## config.mk

```make
export PLATFORM = sky130hd
export DESIGN_NAME = bist_response_analyzer
export DESIGN_NICKNAME = d
export VERILOG_FILES = /design/src/rtl/bist_pkg.sv /design/src/rtl/misr4.sv /design/src/rtl/bist_response_analyzer.sv
export SDC_FILE = /design/constraint.sdc
export NUM_CORES = 1
export LEC_CHECK = 0
export BUFFER_PORTS_ARGS = -buffer_cell sky130_fd_sc_hd__buf_2
export CAP_MARGIN = 20
export CORE_UTILIZATION = 53
export DETAILED_ROUTE_END_ITERATION = 12
export PLACE_DENSITY = 0.75
export SETUP_SLACK_MARGIN = 0.1
export SLEW_MARGIN = 5
export SYNTH_ARGS = -nofsm -noshare
export SYNTH_HDL_FRONTEND = slang
export SYNTH_SLANG_ARGS = --single-unit
export TNS_END_PERCENT = 10
```

## constraint.sdc

```tcl
create_clock -name clk -period 1.63 [get_ports clk]
set_input_delay 0.163 -clock clk [delete_from_list [all_inputs] [get_ports clk]]
set_output_delay 0.163 -clock clk [all_outputs]
set_load 0.1 [all_outputs]
```

## src/rtl/bist_pkg.sv

```systemverilog
// Shared definitions for the BIST response analyzer.
//   - bist_state_e : analyzer FSM states
//   - MisrWidth    : signature register width
//   - MisrTaps     : feedback mask for x^4+x+1 (feeds bits 0 and 1)
//   - misr_next()  : one MISR compression step
package bist_pkg;

  localparam int unsigned MisrWidth = 4;

  // Bit 3 shifts out and is fed back into bits 0 and 1.
  localparam logic [MisrWidth-1:0] MisrTaps = 4'b0011;

  typedef enum logic [1:0] {
    StIdle    = 2'd0,
    StRun     = 2'd1,
    StCompare = 2'd2,
    StDone    = 2'd3
  } bist_state_e;

  // Shift left, fold the outgoing MSB back through the tap mask, then absorb the data word.
  function automatic logic [MisrWidth-1:0] misr_next(input logic [MisrWidth-1:0] s,
                                                     input logic [MisrWidth-1:0] d);
    logic [MisrWidth-1:0] fb;
    fb = s[MisrWidth-1] ? MisrTaps : '0;
    return {s[MisrWidth-2:0], 1'b0} ^ fb ^ d;
  endfunction

endpackage

```

## src/rtl/misr4.sv

```systemverilog
// 4-bit multiple-input signature register.
// Ports:
//   clk   : clock, rising edge
//   rst_n : synchronous active-low reset, loads seed
//   load  : load seed (has priority over en)
//   en    : absorb d into the signature
//   seed  : initial signature value
//   d     : response word to compress
//   q     : current signature
module misr4
  import bist_pkg::*;
(
  input  logic                 clk,
  input  logic                 rst_n,
  input  logic                 load,
  input  logic                 en,
  input  logic [MisrWidth-1:0] seed,
  input  logic [MisrWidth-1:0] d,
  output logic [MisrWidth-1:0] q
);

  logic [MisrWidth-1:0] sig_q, sig_d;

  always_comb begin
    sig_d = sig_q;
    if (load) begin
      sig_d = seed;
    end else if (en) begin
      sig_d = misr_next(sig_q, d);
    end
  end

  always_ff @(posedge clk) begin
    if (!rst_n) begin
      sig_q <= seed;
    end else begin
      sig_q <= sig_d;
    end
  end

  assign q = sig_q;

endmodule

```

## src/rtl/bist_response_analyzer.sv

```systemverilog
// Output-side BIST response analyzer for the 4-bit datapath.
// Steers the input mux to the test-pattern path while a run is active, compresses NPAT CUT
// response words into a MISR, then compares the signature against GOLDEN.
// Parameters:
//   NPAT   : response words captured per run (1..255)
//   SEED   : MISR value at reset and at every launch
//   GOLDEN : expected final signature
// Ports:
//   clk       : clock, rising edge
//   rst_n     : synchronous active-low reset
//   start     : level launch request; must drop and rise again to relaunch
//   cut_out   : CUT response word, captured on every RUN edge
//   test_mode : registered mux select, 1 while in RUN
//   done      : registered, a result is present
//   pass      : registered, signature matched GOLDEN (valid with done)
//   sig       : current MISR contents, only when BIST_SIG_OUT_EN is defined
// Build option: define BIST_SIG_OUT_EN to expose the sig port.
module bist_response_analyzer
  import bist_pkg::*;
#(
  parameter int unsigned          NPAT   = 15,
  parameter logic [MisrWidth-1:0] SEED   = 4'h0,
  parameter logic [MisrWidth-1:0] GOLDEN = 4'h0
) (
  input  logic                 clk,
  input  logic                 rst_n,
  input  logic                 start,
  input  logic [MisrWidth-1:0] cut_out,
  output logic                 test_mode,
  output logic                 done,
  output logic                 pass
`ifdef BIST_SIG_OUT_EN
  ,
  output logic [MisrWidth-1:0] sig
`endif
);

  localparam int unsigned CntW = $clog2(NPAT + 1);
  // Counter value at which the final (NPAT-th) capture happens.
  localparam logic [CntW-1:0] CntLast = CntW'(NPAT - 1);

  bist_state_e          state_q, state_d;
  logic [CntW-1:0]      cnt_q, cnt_d;
  logic                 test_mode_q, test_mode_d;
  logic                 done_q, done_d;
  logic                 pass_q, pass_d;
  logic                 misr_load;
  logic                 misr_en;
  logic [MisrWidth-1:0] misr_q;

  misr4 u_misr (
    .clk   (clk),
    .rst_n (rst_n),
    .load  (misr_load),
    .en    (misr_en),
    .seed  (SEED),
    .d     (cut_out),
    .q     (misr_q)
  );

  always_comb begin
    state_d     = state_q;
    cnt_d       = cnt_q;
    test_mode_d = test_mode_q;
    done_d      = done_q;
    pass_d      = pass_q;
    misr_load   = 1'b0;
    misr_en     = 1'b0;

    unique case (state_q)
      StIdle: begin
        if (start) begin
          state_d     = StRun;
          cnt_d       = '0;
          misr_load   = 1'b1;
          test_mode_d = 1'b1;
        end
      end
      StRun: begin
        // start is deliberately ignored here; the run length is fixed.
        misr_en = 1'b1;
        cnt_d   = cnt_q + CntW'(1);
        if (cnt_q == CntLast) begin
          state_d     = StCompare;
          test_mode_d = 1'b0;
        end
      end
      StCompare: begin
        pass_d  = (misr_q == GOLDEN);
        done_d  = 1'b1;
        state_d = StDone;
      end
      StDone: begin
        // Holding start keeps the result; a relaunch needs start low first.
        if (!start) begin
          state_d = StIdle;
          done_d  = 1'b0;
          pass_d  = 1'b0;
        end
      end
      default: begin
        state_d     = StIdle;
        test_mode_d = 1'b0;
        done_d      = 1'b0;
        pass_d      = 1'b0;
      end
    endcase
  end

  always_ff @(posedge clk) begin
    if (!rst_n) begin
      state_q     <= StIdle;
      cnt_q       <= '0;
      test_mode_q <= 1'b0;
      done_q      <= 1'b0;
      pass_q      <= 1'b0;
    end else begin
      state_q     <= state_d;
      cnt_q       <= cnt_d;
      test_mode_q <= test_mode_d;
      done_q      <= done_d;
      pass_q      <= pass_d;
    end
  end

  assign test_mode = test_mode_q;
  assign done      = done_q;
  assign pass      = pass_q;

`ifdef BIST_SIG_OUT_EN
  assign sig = misr_q;
`endif

endmodule

```

==> impl_results.md <==
- Sw Ratio: 46.3%
- Final Worst Setup Slack: ~0.19 ns
- CTS tree: done
- Dpl cells: 103
- Synthesis Warnings: 0
- Final worst-path cycle share: 88.2%
- Post-Syn Area: 703 sq um
- Ant diodes: 0
- Power per cell area: ~1900 mW/mm^2
- Detailed placement HPWL: 916 um
- Synth Register Bits: 13
- DR vias/cell: 5.31
- Maximum VDD drop: approximately 990 uV
- Critical path required time: 1.85 ns
- Layout Utilization: 68.6%
- Maxcap violations: 0
- Endpoints failing hold: 0
- Root buffer cell: clkbuf_4
- Worst hold path type: primary input to flip-flop
- Maximum number of pins on one net before global-route repair: 13
- Grt peak-use layer: met2
- Non-filler instance count after layout: around 110
- Area Growth Syn to Fin: 14.2%
- DRT Pass-1 Iters: 2
- Power Internal: around 800 uW
- # IOs: 10
- Port Buffers: 9
- Hold_buf cts: 0
- Delay-heaviest family, CP: compound AO/OA/AOI/OAI gates
- Commonest non-fill, non-tap cell in the layout: dfxtp_1
- Final WL: about 1300 um
- Initial drt markers: 5
- M1 GR Usage: 24.4%
- RSZ-0062 raised after global routing: false
- Reg power frac: 33.4%
- Row count: 12
- Final min period: 1.44 ns
- Layout cells sized above 1: 20.2%
- Unique masters post-synth: 24
- Switch Pwr: between 600 and 700 uW
- GRT Total Usage: about a fifth
- Worst Path Arrival: 1.66 ns
- Antenna Nets Post-Route: 0
- Longest Clk Path Bufs: 2
- TritonCTS Sinks: 13
- Leakage: 0.330 nW
- Hold WS: 0.183 ns
- Routability Congestion: 0.760
- Die width: approximately 38 um
- Final setup fails: 0
- Die ar.: approximately 0.0015 sq mm
- Syn Area/Cell: 8.68 sq um
- DRC violations left: 0
- Normalized max-slew margin: 68.0%
- Clk Latency, worst-skew pair: roughly 0.28 ns
- Max stage delay on crit path: about 0.36 ns
- Total Neg Setup Slack: 0 ns
- Vias: 573
- CTS buffer count: 3
- Outcome: complete, no violations
- H-tree levels: 1
- Final slew viol count: 0
- GRT overflow: 0
- Maximum clock frequency: 0.696 GHz
- Syn Nets: 95
- Via count of the first global-routing pass: 480
- GR Layer Usage met2: 32.2%
- Die Ht: 38.4 um
- Startpoint type of the worst setup path: flip-flop
- Post-synthesis sequential area ratio: 37.0%
- Mapped Cells: slightly above 80
- Critical path capture point type: flip-flop
- Dpl ws: 0.107 ns
- Avg WL per Cell: 11.6 um
- First-pass GRT wire length: 1990 um
- CP max stage cell: dfxtp_2
- Setup Skew: around 0.00053 ns
- Fill cell count: roughly 110
- Initial Utilization: 60.0%
- Final net count: roughly 110
- Initial antenna violation count: 0
- Clock network power share: 13.4%
- Combinational power share: between 50% and 60%
- Slew @ Worst Pin: 0.484 ns
- Core area: 0.00117 sq mm
- Cells along the critical path: inv_1 > ha_2 > nor2b_2 > a221oi_2 > buf_4 > o211a_1
- GRT met3 Usage: 3.49%
- Crit-path max FO: 5
- Commonest cells after routing, fill and taps aside: 11 x dfxtp_1, 10 x nand2_1, 9 x o21ai_0, 9 x buf_2, 6 x ha_1
- Worst Path Buf+Inv: 2
- Critical Setup Path Class: flip-flop to flip-flop
- Worst-path clk slew: 0.08 ns
## through the flow
step / instance area [sq um] / power (mW)
detailed placement: 764 / 1.27
floorplan: 703 / 1.12
finish: 803 / 1.50
global placement: 764 / 1.25
global route: 803 / 1.60
CTS: 792 / 1.48
## flip-flops by register name, summed over array words and instances (netlist names)
register   cells
done           1
cnt_q          4
state_q        2
test_mode      1
pass           1
u_misr.q       4
## worst reg2reg max path, stage by stage, from the launching register on
cell and delay [ns]:
dfxtp_2 0.36, inv_1 0.09, ha_2 0.22, nor2b_2 0.18, a221oi_2 0.26, buf_4 0.17, o211a_1 0.12
## power by group through the flow
stage	registers (mW)	logic (mW)	clock network (mW)
final	0.499	0.796	0.200
after CTS	0.497	0.770	0.210
after global placement	0.498	0.749	0
after detailed placement	0.502	0.767	0
after global routing	0.511	0.873	0.219
after floorplan	0.692	0.431	0
## cell families (layout without fill, tap and decap cells)
logic type,after synthesis,after routing,share of synthesized area (%)
adder cells (fa/ha/maj),7,7,12.5
XOR/XNOR,5,5,6.23
AO/OA/AOI/OAI,19,19,18.0
AND/OR/NAND/NOR,29,29,20.1
flip-flops,13,13,37.0
multiplexers,2,2,2.85
buffers and inverters,6,19,3.38
## final cells by class
type | instances | area [sq um] | area share (%)
inverters | 4 | 15.0 | 1.87
multi-input cells | 62 | 422 | 52.5
flip-flops and latches | 13 | 263 | 32.7
repair buffers | 11 | 60.1 | 7.48
clock buffers | 4 | 26.3 | 3.27
well taps | 14 | 17.5 | 2.18
## final timing paths
kind	start	endpoint	slack [ns]	depth (start not counted)
worst min register to register	done	done	0.49	2
worst max register to register	state_q[0]	state_q[0]	0.19	6
worst max-delay path	state_q[0]	state_q[0]	0.19	6
worst min-delay path	cut_out[0]	u_misr.q[0]	0.18	3
## layer usage
metal  vias to the layer above  share of wire [%]  routed length, um
met5                         -                  0                  0
met4                         0                3.3                 42
met3                         5                2.8                 35
met2                         9                 43                535
met1                       255                 51                642
li1                        304                  -                  -
## Yosys cell counts
cell | n | area share, %
buf_2 | 1 | 0.71
xnor2_1 | 5 | 6.2
a21oi_1 | 2 | 1.4
nand2_1 | 10 | 5.3
o211a_1 | 1 | 1.4
a21boi_0 | 2 | 2.1
nor2_1 | 5 | 2.7
clkbuf_1 | 1 | 0.53
o21ai_0 | 9 | 6.4
inv_1 | 4 | 2.1
nor3_1 | 1 | 0.71
and2_1 | 3 | 2.7
ha_1 | 7 | 12
a211oi_1 | 3 | 3.2
mux2i_1 | 2 | 2.8
a221oi_2 | 1 | 2.1
nand3_1 | 4 | 2.8
nor2b_2 | 1 | 1.2
nor2b_1 | 2 | 1.8
nor3b_1 | 1 | 1.1
dfxtp_1 | 13 | 37
nor4_1 | 1 | 0.89
nand2b_1 | 1 | 0.89
a32oi_1 | 1 | 1.2
## repair_timing
action / in CTS / in global routing
buffers inserted: 0 / 1
resized for setup: 1 / 2
setup endpoints to repair: 1 / 6
(Power assumes the default switching activity.)
